[src/rtl/dispatcher_if.sv]
// Decoder / regfile / ROB / execution-buffer signal bundle around the dispatcher.
// The slave modport is the dispatcher's view; master is the environment's view.
interface dispatcher_if #(
    parameter int XLEN  = 32,
    parameter int TAG_W = 5
);
    logic             rdy, wrong_commit;
    logic             dec_valid, dec_ready;
    logic [6:0]       dec_op;
    logic [XLEN-1:0]  dec_pc, dec_imm;
    logic [4:0]       dec_rs1, dec_rs2, dec_rd;
    logic             dec_use_rs1, dec_use_rs2, dec_is_mem;
    logic [4:0]       rf_rs1, rf_rs2;
    logic [TAG_W-1:0] rf_Q1, rf_Q2;
    logic [XLEN-1:0]  rf_V1, rf_V2;
    logic [TAG_W-1:0] rob_q1, rob_q2;
    logic             rob_rdy1, rob_rdy2;
    logic [XLEN-1:0]  rob_val1, rob_val2;
    logic             rob_full;
    logic [TAG_W-1:0] rob_free_tag;
    logic             rs_full, lsb_full;
    logic             alu_valid, lsb_valid;
    logic [TAG_W-1:0] alu_rob_id, lsb_rob_id;
    logic [XLEN-1:0]  alu_res, lsb_res;
    logic             rs_dispatch_valid, lsb_dispatch_valid;
    logic [6:0]       dispatch_op;
    logic [XLEN-1:0]  dispatch_pc, dispatch_imm, dispatch_Vi, dispatch_Vj;
    logic [TAG_W-1:0] dispatch_Qi, dispatch_Qj, dispatch_rd;
    logic             rob_alloc_valid;
    logic [4:0]       rob_alloc_rd;
    logic             rf_rename_valid;
    logic [4:0]       rf_rename_reg;
    logic [TAG_W-1:0] rf_rename_tag;

    modport slave (
        input  rdy, wrong_commit,
        input  dec_valid, dec_op, dec_pc, dec_imm, dec_rs1, dec_rs2, dec_rd,
        input  dec_use_rs1, dec_use_rs2, dec_is_mem,
        output dec_ready,
        output rf_rs1, rf_rs2,
        input  rf_Q1, rf_Q2, rf_V1, rf_V2,
        output rob_q1, rob_q2,
        input  rob_rdy1, rob_rdy2, rob_val1, rob_val2, rob_full, rob_free_tag,
        input  rs_full, lsb_full,
        input  alu_valid, lsb_valid, alu_rob_id, lsb_rob_id, alu_res, lsb_res,
        output rs_dispatch_valid, lsb_dispatch_valid, dispatch_op, dispatch_pc,
        output dispatch_imm, dispatch_Vi, dispatch_Vj, dispatch_Qi, dispatch_Qj,
        output dispatch_rd, rob_alloc_valid, rob_alloc_rd,
        output rf_rename_valid, rf_rename_reg, rf_rename_tag
    );

    modport master (
        output rdy, wrong_commit,
        output dec_valid, dec_op, dec_pc, dec_imm, dec_rs1, dec_rs2, dec_rd,
        output dec_use_rs1, dec_use_rs2, dec_is_mem,
        input  dec_ready,
        input  rf_rs1, rf_rs2,
        output rf_Q1, rf_Q2, rf_V1, rf_V2,
        input  rob_q1, rob_q2,
        output rob_rdy1, rob_rdy2, rob_val1, rob_val2, rob_full, rob_free_tag,
        output rs_full, lsb_full,
        output alu_valid, lsb_valid, alu_rob_id, lsb_rob_id, alu_res, lsb_res,
        input  rs_dispatch_valid, lsb_dispatch_valid, dispatch_op, dispatch_pc,
        input  dispatch_imm, dispatch_Vi, dispatch_Vj, dispatch_Qi, dispatch_Qj,
        input  dispatch_rd, rob_alloc_valid, rob_alloc_rd,
        input  rf_rename_valid, rf_rename_reg, rf_rename_tag
    );
endinterface

[src/rtl/dispatcher.sv]
// Issue stage: holds one decoded instruction, resolves operands (RF / ROB / broadcast),
// allocates a ROB tag, renames rd and emits a registered dispatch packet to RS or LSB.
module dispatcher #(
    parameter int XLEN  = 32,
    parameter int TAG_W = 5
) (
    input logic       clk,
    input logic       rst,
    dispatcher_if.slave bus
);
    typedef enum logic {S_EMPTY, S_HOLD} state_t;

    typedef struct packed {
        logic [6:0]      op;
        logic [XLEN-1:0] pc, imm;
        logic [4:0]      rs1, rs2, rd;
        logic            use1, use2, is_mem;
    } inst_t;

    typedef struct packed {
        logic             rs_v, lsb_v, alloc_v, ren_v;
        logic [6:0]       op;
        logic [XLEN-1:0]  pc, imm, vi, vj;
        logic [TAG_W-1:0] qi, qj, rd, ren_tag;
        logic [4:0]       alloc_rd, ren_reg;
    } disp_t;

    typedef struct packed {
        logic [TAG_W-1:0] q;
        logic [XLEN-1:0]  v;
    } opnd_t;

    state_t           state, state_nxt;
    inst_t            hold;
    disp_t            out_q;
    logic             last_valid;
    logic [4:0]       last_rd;
    logic [TAG_W-1:0] last_tag;
    logic             can_issue, issue, accept, dec_rdy;
    logic             fwd1, fwd2;
    logic [TAG_W-1:0] tag1, tag2;
    opnd_t            op1, op2;

    // Broadcasts beat a stale ROB lookup; a tag from last_* never falls back to the RF value.
    function automatic opnd_t resolve(input logic used, input logic [4:0] rs, input logic fwd,
                                      input logic [TAG_W-1:0] tag, input logic [XLEN-1:0] rf_v,
                                      input logic rob_rdy, input logic [XLEN-1:0] rob_val);
        opnd_t r;
        r = '0;
        if (!used || rs == 5'd0)                            r = '0;
        else if (!fwd && tag == '0)                         r.v = rf_v;
        else if (bus.alu_valid && bus.alu_rob_id == tag)    r.v = bus.alu_res;
        else if (bus.lsb_valid && bus.lsb_rob_id == tag)    r.v = bus.lsb_res;
        else if (rob_rdy)                                   r.v = rob_val;
        else                                                r.q = tag;
        return r;
    endfunction

    assign fwd1 = last_valid && hold.rs1 == last_rd;
    assign fwd2 = last_valid && hold.rs2 == last_rd;
    assign tag1 = fwd1 ? last_tag : bus.rf_Q1;
    assign tag2 = fwd2 ? last_tag : bus.rf_Q2;
    assign op1  = resolve(hold.use1, hold.rs1, fwd1, tag1, bus.rf_V1, bus.rob_rdy1, bus.rob_val1);
    assign op2  = resolve(hold.use2, hold.rs2, fwd2, tag2, bus.rf_V2, bus.rob_rdy2, bus.rob_val2);

    assign bus.rf_rs1    = hold.rs1;
    assign bus.rf_rs2    = hold.rs2;
    assign bus.rob_q1    = tag1;
    assign bus.rob_q2    = tag2;
    assign bus.dec_ready = dec_rdy;

    always_comb begin
        can_issue = !bus.rob_full && (hold.is_mem ? !bus.lsb_full : !bus.rs_full);
        dec_rdy   = (state == S_EMPTY) ? 1'b1 : can_issue;
        issue     = bus.rdy && !bus.wrong_commit && state == S_HOLD && can_issue;
        accept    = bus.rdy && !bus.wrong_commit && bus.dec_valid && dec_rdy;
        state_nxt = state;
        if (bus.rdy) begin
            if (bus.wrong_commit) state_nxt = S_EMPTY;
            else if (accept)      state_nxt = S_HOLD;
            else if (issue)       state_nxt = S_EMPTY;
        end
    end

    always_ff @(posedge clk or negedge rst) begin
        if (!rst) state <= S_EMPTY;
        else      state <= state_nxt;
    end

    always_ff @(posedge clk or negedge rst) begin
        if (!rst) begin
            hold       <= '0;
            out_q      <= '0;
            last_valid <= 1'b0;
            last_rd    <= '0;
            last_tag   <= '0;
        end else if (bus.rdy) begin
            if (bus.wrong_commit) begin
                hold       <= '0;
                out_q      <= '0;
                last_valid <= 1'b0;
                last_rd    <= '0;
                last_tag   <= '0;
            end else begin
                if (accept) begin
                    hold.op     <= bus.dec_op;
                    hold.pc     <= bus.dec_pc;
                    hold.imm    <= bus.dec_imm;
                    hold.rs1    <= bus.dec_rs1;
                    hold.rs2    <= bus.dec_rs2;
                    hold.rd     <= bus.dec_rd;
                    hold.use1   <= bus.dec_use_rs1;
                    hold.use2   <= bus.dec_use_rs2;
                    hold.is_mem <= bus.dec_is_mem;
                end
                out_q.rs_v    <= issue && !hold.is_mem;
                out_q.lsb_v   <= issue && hold.is_mem;
                out_q.alloc_v <= issue;
                out_q.ren_v   <= issue && hold.rd != 5'd0;
                // RF sees the rename one edge late; last_* bridges exactly that cycle.
                last_valid    <= issue && hold.rd != 5'd0;
                if (issue) begin
                    out_q.op       <= hold.op;
                    out_q.pc       <= hold.pc;
                    out_q.imm      <= hold.imm;
                    out_q.vi       <= op1.v;
                    out_q.vj       <= op2.v;
                    out_q.qi       <= op1.q;
                    out_q.qj       <= op2.q;
                    out_q.rd       <= bus.rob_free_tag;
                    out_q.alloc_rd <= hold.rd;
                    out_q.ren_reg  <= hold.rd;
                    out_q.ren_tag  <= bus.rob_free_tag;
                    last_rd        <= hold.rd;
                    last_tag       <= bus.rob_free_tag;
                end
            end
        end
    end

    assign bus.rs_dispatch_valid  = out_q.rs_v;
    assign bus.lsb_dispatch_valid = out_q.lsb_v;
    assign bus.dispatch_op        = out_q.op;
    assign bus.dispatch_pc        = out_q.pc;
    assign bus.dispatch_imm       = out_q.imm;
    assign bus.dispatch_Vi        = out_q.vi;
    assign bus.dispatch_Vj        = out_q.vj;
    assign bus.dispatch_Qi        = out_q.qi;
    assign bus.dispatch_Qj        = out_q.qj;
    assign bus.dispatch_rd        = out_q.rd;
    assign bus.rob_alloc_valid    = out_q.alloc_v;
    assign bus.rob_alloc_rd       = out_q.alloc_rd;
    assign bus.rf_rename_valid    = out_q.ren_v;
    assign bus.rf_rename_reg      = out_q.ren_reg;
    assign bus.rf_rename_tag      = out_q.ren_tag;
endmodule

[src/flat_wrapper.sv]
// flat-port wrapper written by rule: the top's interface ports become plain ports
module dispatcher_flat 
#(
    parameter int XLEN  = 32,
    parameter int TAG_W = 5
)
  (clk, rst, bus_rdy, bus_wrong_commit, bus_dec_valid, bus_dec_op, bus_dec_pc, bus_dec_imm, bus_dec_rs1, bus_dec_rs2, bus_dec_rd, bus_dec_use_rs1, bus_dec_use_rs2, bus_dec_is_mem, bus_dec_ready, bus_rf_rs1, bus_rf_rs2, bus_rf_Q1, bus_rf_Q2, bus_rf_V1, bus_rf_V2, bus_rob_q1, bus_rob_q2, bus_rob_rdy1, bus_rob_rdy2, bus_rob_val1, bus_rob_val2, bus_rob_full, bus_rob_free_tag, bus_rs_full, bus_lsb_full, bus_alu_valid, bus_lsb_valid, bus_alu_rob_id, bus_lsb_rob_id, bus_alu_res, bus_lsb_res, bus_rs_dispatch_valid, bus_lsb_dispatch_valid, bus_dispatch_op, bus_dispatch_pc, bus_dispatch_imm, bus_dispatch_Vi, bus_dispatch_Vj, bus_dispatch_Qi, bus_dispatch_Qj, bus_dispatch_rd, bus_rob_alloc_valid, bus_rob_alloc_rd, bus_rf_rename_valid, bus_rf_rename_reg, bus_rf_rename_tag);
  dispatcher_if #(.XLEN(XLEN), .TAG_W(TAG_W)) bus_i ();
  input logic clk;
  input logic rst;
  input wire logic [$bits(bus_i.rdy)-1:0] bus_rdy;
  input wire logic [$bits(bus_i.wrong_commit)-1:0] bus_wrong_commit;
  input wire logic [$bits(bus_i.dec_valid)-1:0] bus_dec_valid;
  input wire logic [$bits(bus_i.dec_op)-1:0] bus_dec_op;
  input wire logic [$bits(bus_i.dec_pc)-1:0] bus_dec_pc;
  input wire logic [$bits(bus_i.dec_imm)-1:0] bus_dec_imm;
  input wire logic [$bits(bus_i.dec_rs1)-1:0] bus_dec_rs1;
  input wire logic [$bits(bus_i.dec_rs2)-1:0] bus_dec_rs2;
  input wire logic [$bits(bus_i.dec_rd)-1:0] bus_dec_rd;
  input wire logic [$bits(bus_i.dec_use_rs1)-1:0] bus_dec_use_rs1;
  input wire logic [$bits(bus_i.dec_use_rs2)-1:0] bus_dec_use_rs2;
  input wire logic [$bits(bus_i.dec_is_mem)-1:0] bus_dec_is_mem;
  output wire logic [$bits(bus_i.dec_ready)-1:0] bus_dec_ready;
  output wire logic [$bits(bus_i.rf_rs1)-1:0] bus_rf_rs1;
  output wire logic [$bits(bus_i.rf_rs2)-1:0] bus_rf_rs2;
  input wire logic [$bits(bus_i.rf_Q1)-1:0] bus_rf_Q1;
  input wire logic [$bits(bus_i.rf_Q2)-1:0] bus_rf_Q2;
  input wire logic [$bits(bus_i.rf_V1)-1:0] bus_rf_V1;
  input wire logic [$bits(bus_i.rf_V2)-1:0] bus_rf_V2;
  output wire logic [$bits(bus_i.rob_q1)-1:0] bus_rob_q1;
  output wire logic [$bits(bus_i.rob_q2)-1:0] bus_rob_q2;
  input wire logic [$bits(bus_i.rob_rdy1)-1:0] bus_rob_rdy1;
  input wire logic [$bits(bus_i.rob_rdy2)-1:0] bus_rob_rdy2;
  input wire logic [$bits(bus_i.rob_val1)-1:0] bus_rob_val1;
  input wire logic [$bits(bus_i.rob_val2)-1:0] bus_rob_val2;
  input wire logic [$bits(bus_i.rob_full)-1:0] bus_rob_full;
  input wire logic [$bits(bus_i.rob_free_tag)-1:0] bus_rob_free_tag;
  input wire logic [$bits(bus_i.rs_full)-1:0] bus_rs_full;
  input wire logic [$bits(bus_i.lsb_full)-1:0] bus_lsb_full;
  input wire logic [$bits(bus_i.alu_valid)-1:0] bus_alu_valid;
  input wire logic [$bits(bus_i.lsb_valid)-1:0] bus_lsb_valid;
  input wire logic [$bits(bus_i.alu_rob_id)-1:0] bus_alu_rob_id;
  input wire logic [$bits(bus_i.lsb_rob_id)-1:0] bus_lsb_rob_id;
  input wire logic [$bits(bus_i.alu_res)-1:0] bus_alu_res;
  input wire logic [$bits(bus_i.lsb_res)-1:0] bus_lsb_res;
  output wire logic [$bits(bus_i.rs_dispatch_valid)-1:0] bus_rs_dispatch_valid;
  output wire logic [$bits(bus_i.lsb_dispatch_valid)-1:0] bus_lsb_dispatch_valid;
  output wire logic [$bits(bus_i.dispatch_op)-1:0] bus_dispatch_op;
  output wire logic [$bits(bus_i.dispatch_pc)-1:0] bus_dispatch_pc;
  output wire logic [$bits(bus_i.dispatch_imm)-1:0] bus_dispatch_imm;
  output wire logic [$bits(bus_i.dispatch_Vi)-1:0] bus_dispatch_Vi;
  output wire logic [$bits(bus_i.dispatch_Vj)-1:0] bus_dispatch_Vj;
  output wire logic [$bits(bus_i.dispatch_Qi)-1:0] bus_dispatch_Qi;
  output wire logic [$bits(bus_i.dispatch_Qj)-1:0] bus_dispatch_Qj;
  output wire logic [$bits(bus_i.dispatch_rd)-1:0] bus_dispatch_rd;
  output wire logic [$bits(bus_i.rob_alloc_valid)-1:0] bus_rob_alloc_valid;
  output wire logic [$bits(bus_i.rob_alloc_rd)-1:0] bus_rob_alloc_rd;
  output wire logic [$bits(bus_i.rf_rename_valid)-1:0] bus_rf_rename_valid;
  output wire logic [$bits(bus_i.rf_rename_reg)-1:0] bus_rf_rename_reg;
  output wire logic [$bits(bus_i.rf_rename_tag)-1:0] bus_rf_rename_tag;
  assign bus_i.rdy = bus_rdy;
  assign bus_i.wrong_commit = bus_wrong_commit;
  assign bus_i.dec_valid = bus_dec_valid;
  assign bus_i.dec_op = bus_dec_op;
  assign bus_i.dec_pc = bus_dec_pc;
  assign bus_i.dec_imm = bus_dec_imm;
  assign bus_i.dec_rs1 = bus_dec_rs1;
  assign bus_i.dec_rs2 = bus_dec_rs2;
  assign bus_i.dec_rd = bus_dec_rd;
  assign bus_i.dec_use_rs1 = bus_dec_use_rs1;
  assign bus_i.dec_use_rs2 = bus_dec_use_rs2;
  assign bus_i.dec_is_mem = bus_dec_is_mem;
  assign bus_dec_ready = bus_i.dec_ready;
  assign bus_rf_rs1 = bus_i.rf_rs1;
  assign bus_rf_rs2 = bus_i.rf_rs2;
  assign bus_i.rf_Q1 = bus_rf_Q1;
  assign bus_i.rf_Q2 = bus_rf_Q2;
  assign bus_i.rf_V1 = bus_rf_V1;
  assign bus_i.rf_V2 = bus_rf_V2;
  assign bus_rob_q1 = bus_i.rob_q1;
  assign bus_rob_q2 = bus_i.rob_q2;
  assign bus_i.rob_rdy1 = bus_rob_rdy1;
  assign bus_i.rob_rdy2 = bus_rob_rdy2;
  assign bus_i.rob_val1 = bus_rob_val1;
  assign bus_i.rob_val2 = bus_rob_val2;
  assign bus_i.rob_full = bus_rob_full;
  assign bus_i.rob_free_tag = bus_rob_free_tag;
  assign bus_i.rs_full = bus_rs_full;
  assign bus_i.lsb_full = bus_lsb_full;
  assign bus_i.alu_valid = bus_alu_valid;
  assign bus_i.lsb_valid = bus_lsb_valid;
  assign bus_i.alu_rob_id = bus_alu_rob_id;
  assign bus_i.lsb_rob_id = bus_lsb_rob_id;
  assign bus_i.alu_res = bus_alu_res;
  assign bus_i.lsb_res = bus_lsb_res;
  assign bus_rs_dispatch_valid = bus_i.rs_dispatch_valid;
  assign bus_lsb_dispatch_valid = bus_i.lsb_dispatch_valid;
  assign bus_dispatch_op = bus_i.dispatch_op;
  assign bus_dispatch_pc = bus_i.dispatch_pc;
  assign bus_dispatch_imm = bus_i.dispatch_imm;
  assign bus_dispatch_Vi = bus_i.dispatch_Vi;
  assign bus_dispatch_Vj = bus_i.dispatch_Vj;
  assign bus_dispatch_Qi = bus_i.dispatch_Qi;
  assign bus_dispatch_Qj = bus_i.dispatch_Qj;
  assign bus_dispatch_rd = bus_i.dispatch_rd;
  assign bus_rob_alloc_valid = bus_i.rob_alloc_valid;
  assign bus_rob_alloc_rd = bus_i.rob_alloc_rd;
  assign bus_rf_rename_valid = bus_i.rf_rename_valid;
  assign bus_rf_rename_reg = bus_i.rf_rename_reg;
  assign bus_rf_rename_tag = bus_i.rf_rename_tag;
  dispatcher #(.XLEN(XLEN), .TAG_W(TAG_W)) u_core (.clk(clk), .rst(rst), .bus(bus_i));
endmodule
[config.mk]
export PLATFORM = sky130hd
export DESIGN_NAME = dispatcher_flat
export DESIGN_NICKNAME = d
export VERILOG_FILES = /design/src/rtl/dispatcher_if.sv /design/src/rtl/dispatcher.sv /design/src/flat_wrapper.sv
export SDC_FILE = /design/constraint.sdc
export NUM_CORES = 1
export LEC_CHECK = 0
export ABC_CLOCK_PERIOD_IN_PS = 4800
export BUFFER_PORTS_ARGS = -buffer_cell sky130_fd_sc_hd__clkbuf_2
export CORE_AREA = 2 2 195 197
export CTS_BUF_LIST = sky130_fd_sc_hd__clkbuf_16
export CTS_CLUSTER_SIZE = 12
export DETAILED_ROUTE_END_ITERATION = 8
export DIE_AREA = 0 0 197 199
export PLACE_DENSITY = 0.66
export SYNTH_ARGS = -nofsm -noshare
export SYNTH_HDL_FRONTEND = slang
export SYNTH_SLANG_ARGS = --single-unit
[constraint.sdc]
create_clock -name clk -period 4.8 [get_ports clk]
set_input_delay 0.72 -clock clk [delete_from_list [all_inputs] [get_ports clk]]
set_output_delay 0.72 -clock clk [all_outputs]
set_load 0.02 [all_outputs]
==> impl_metrics.json <==
{
  "outcome": "complete, no violations",
  "reg2reg_to": "u_core.bus.dispatch_Vi[31]$_DFFE_PN0P_",
  "clockPowerShare": 0.404,
  "cts.path.max_buffers": 3,
  "fin_nets": 1828,
  "synth.distinct_cells": 55,
  "root_buffer": "clkbuf_16",
  "cts_tree": "built",
  "netlist_top_cells_count": "dfrtp_1 (249), a22o_1 (172), clkbuf_1 (90)",
  "maxSlewViolCount": 0,
  "synth_edf_count": 0,
  "setup_viol": 0,
  "synthCells": 1091,
  "synth_warnings": 0,
  "htreeDepth": 1,
  "finalWirelength_um": 48600,
  "async_flop_share": 1.00,
  "synth.area.top_cells": "dfrtp_1 (51%), a22o_1 (12%), a221o_1 (5.3%)",
  "final_antenna_net_count": 0,
  "grt_pass1_vias": 11800,
  "worst_setup_path_end_kind": "flip-flop",
  "dr.pass1.iters": 5,
  "p_switching_uw": 1420,
  "multi_input_area_sq_um": 5290,
  "grt_pass1_wl_um": 71900,
  "rsz0062_at_grt": "no",
  "drtIter0Drc": 995,
  "synth_nets": 1409,
  "p_sw_frac": 0.286,
  "die_y_um": 199,
  "antenna_found_initial": 7,
  "combPwrFrac": 0.141,
  "tightest_slew_ns": 1.11,
  "drive_gt1_frac": 0.385,
  "initial_utilization": 0.327,
  "gr-total-overflow": 0,
  "track_usage": 0.236,
  "yosysTopAreaCellShare": 0.514,
  "required_ns": 5.30,
  "fin_crit_ns": 3.93,
  "hold_class": "input pin to async pin",
  "wl_per_cell_um": 24.2,
  "gp_congestion": 1.02,
  "drc_errors": 0,
  "p_per_area_nw_per_um2": 316,
  "core-area_sq_um": 37100,
  "ys.flop_type": "dfrtp_1",
  "fin_crit_sh": 0.818,
  "cts-buffers-inserted": 28,
  "utilization": 0.424,
  "worstPathMaxFanout": 33,
  "seq_area_sq_um": 6230,
  "finalSetupTns_ns": 0,
  "synth_area_per_cell_sq_um": 11.1,
  "maxCapViolCount": 0,
  "crit_type": "flip-flop to flip-flop",
  "reg2reg_depth": 8,
  "die_x_um": 197,
  "vdd_drop_max_mv": 0.279,
  "dp_hpwl_um": 35000,
  "cts_hold_buf": 0,
  "yosysMostFrequentCell": "dfrtp_1",
  "rr_startpoint": "u_core.last_rd[3]$_DFFE_PN0P_",
  "viasPerCell": 5.91,
  "via_count": 11900,
  "arrival_ns": 4.42,
  "die_area_sq_um": 39200,
  "ys_seq_area_frac": 0.514,
  "fmax_ghz": 0.255,
  "cellInternalPower_uw": 3550,
  "clock_latency_ns": 0.58,
  "rrSetupSlack_ns": 0.87,
  "synth_top_area_cell": "dfrtp_1",
  "clkSlewWorstSetupHoldPaths_ns": 0.06,
  "n_fill_cell": 3637,
  "post_cts_buffers": 0,
  "syn_area_sq_um": 12100,
  "ios": 508,
  "rows": 71,
  "skew_ns": 0.0295,
  "synthToLayoutAreaGrowth_pct": 29.8,
  "p_leak_uw": 0.00764,
  "seq_power_share": 0.454,
  "cts-resized-gates": 0,
  "numClockSinks": 249,
  "yosys_register_bits": 249,
  "slew_headroom": 0.262,
  "io_buffers": 507,
  "grt_start_max_net_pins": 102,
  "start_kind": "flip-flop",
  "hold_viol": 0
}
[worst max path at each step]
| stage | startpoint | end | slack, ns | cells after the start |
|---|---|---|---|---|
| final | u_core.last_rd[3]$_DFFE_PN0P_ | u_core.bus.dispatch_Vi[31]$_DFFE_PN0P_ | 0.87 | 8 |
| after global routing | u_core.last_rd[3]$_DFFE_PN0P_ | u_core.bus.dispatch_Vi[31]$_DFFE_PN0P_ | 0.71 | 8 |
| after CTS | u_core.last_rd[3]$_DFFE_PN0P_ | u_core.bus.dispatch_Vi[31]$_DFFE_PN0P_ | 0.88 | 8 |
| after detailed placement | u_core.last_rd[3]$_DFFE_PN0P_ | u_core.bus.dispatch_Vi[31]$_DFFE_PN0P_ | 0.92 | 8 |
| after global placement | u_core.last_rd[3]$_DFFE_PN0P_ | u_core.bus.dispatch_Vi[31]$_DFFE_PN0P_ | 1.12 | 8 |
| after floorplan | u_core.last_rd[3]$_DFFE_PN0P_ | u_core.bus.dispatch_Vi[22]$_DFFE_PN0P_ | 2.14 | 10 |
[routing by layer]
layer	global-route usage	share of wire
met5	0	0
met3	0.0641	0.10
met1	0.306	0.40
met2	0.371	0.46
met4	0.101	0.042
[power groups by stage]
stage	Sequential (uW)	Clock, uW	Combinational (uW)
final	2260	2010	703
after global routing	2260	2140	756
after CTS	2260	2050	700
after detailed placement	2290	0	698
after global placement	2290	0	689
after floorplan	2290	0	349
[sequential cells by signal, indices dropped and copies added (netlist names)]
signal,flops
u_core.bus.dispatch_Vj,32
u_core.bus.rf_rs1,5
u_core.hold,79
u_core.state,1
u_core.bus.dispatch_op,7
u_core.bus.rob_alloc_valid,1
u_core.bus.rs_dispatch_valid,1
u_core.bus.lsb_dispatch_valid,1
u_core.bus.dispatch_Qi,5
u_core.bus.rf_rs2,5
u_core.last_tag,5
u_core.bus.dispatch_Vi,32
u_core.bus.dispatch_pc,32
u_core.bus.dispatch_Qj,5
u_core.bus.dispatch_imm,32
u_core.last_rd,5
u_core.last_valid,1
[worst max-delay path: stages, from the launching register on]
cell,delay (ns)
dfrtp_1,0.46
xnor2_1,0.35
and4_1,0.51
a21oi_1,0.11
a2111oi_0,0.92
a2111o_2,0.75
o211ai_1,0.26
a31oi_1,0.31
a221o_1,0.15
[cell type report]
type                    count  area share
diodes                      6    0.000954
clock buffers              28      0.0445
clock inverters            21     0.00922
inverters                   8     0.00191
multi-input cells         694       0.336
flip-flops and latches    249       0.396
well taps                 474      0.0377
repair buffers            529       0.174
[placed cells by master, fill, tap and decap left out, drive strengths merged, types with 32 or more instances in the layout]
master / instances
o31ai: 64
a221o: 64
a22o: 173
nand3: 43
nand2: 41
nand3b: 32
o211ai: 68
a31oi: 65
dfrtp: 249
clkbuf: 534
[cell families (layout without fill, tap and decap cells)]
| group | after synthesis | in the layout | share of synthesized area |
|---|---|---|---|
| AND/OR/NAND/NOR | 189 | 189 | 0.0904 |
| flip-flops | 249 | 249 | 0.514 |
| multiplexers | 4 | 4 | 0.00340 |
| XOR/XNOR | 10 | 10 | 0.00722 |
| other | 0 | 6 | 0 |
| buffers and inverters | 148 | 586 | 0.0585 |
| AO/OA/AOI/OAI | 491 | 491 | 0.327 |
[through the flow]
stage          hold slack [ns]  cells  power [uW]  instance area, sq um  setup WS [ns]
3_3_place_gp             0.453   1954        2980                 14900           1.12
3_5_place_dp             0.457   1954        2990                 14900          0.922
5_1_grt                  0.174   2007        5160                 15700          0.705
2_1_floorplan            0.424   1091        2640                 12100           2.14
6_report                0.0956   2009        4970                 15700          0.874
4_1_cts                  0.170   2003        5010                 15700          0.879
Note: power is estimated with default switching activity, not from simulation.
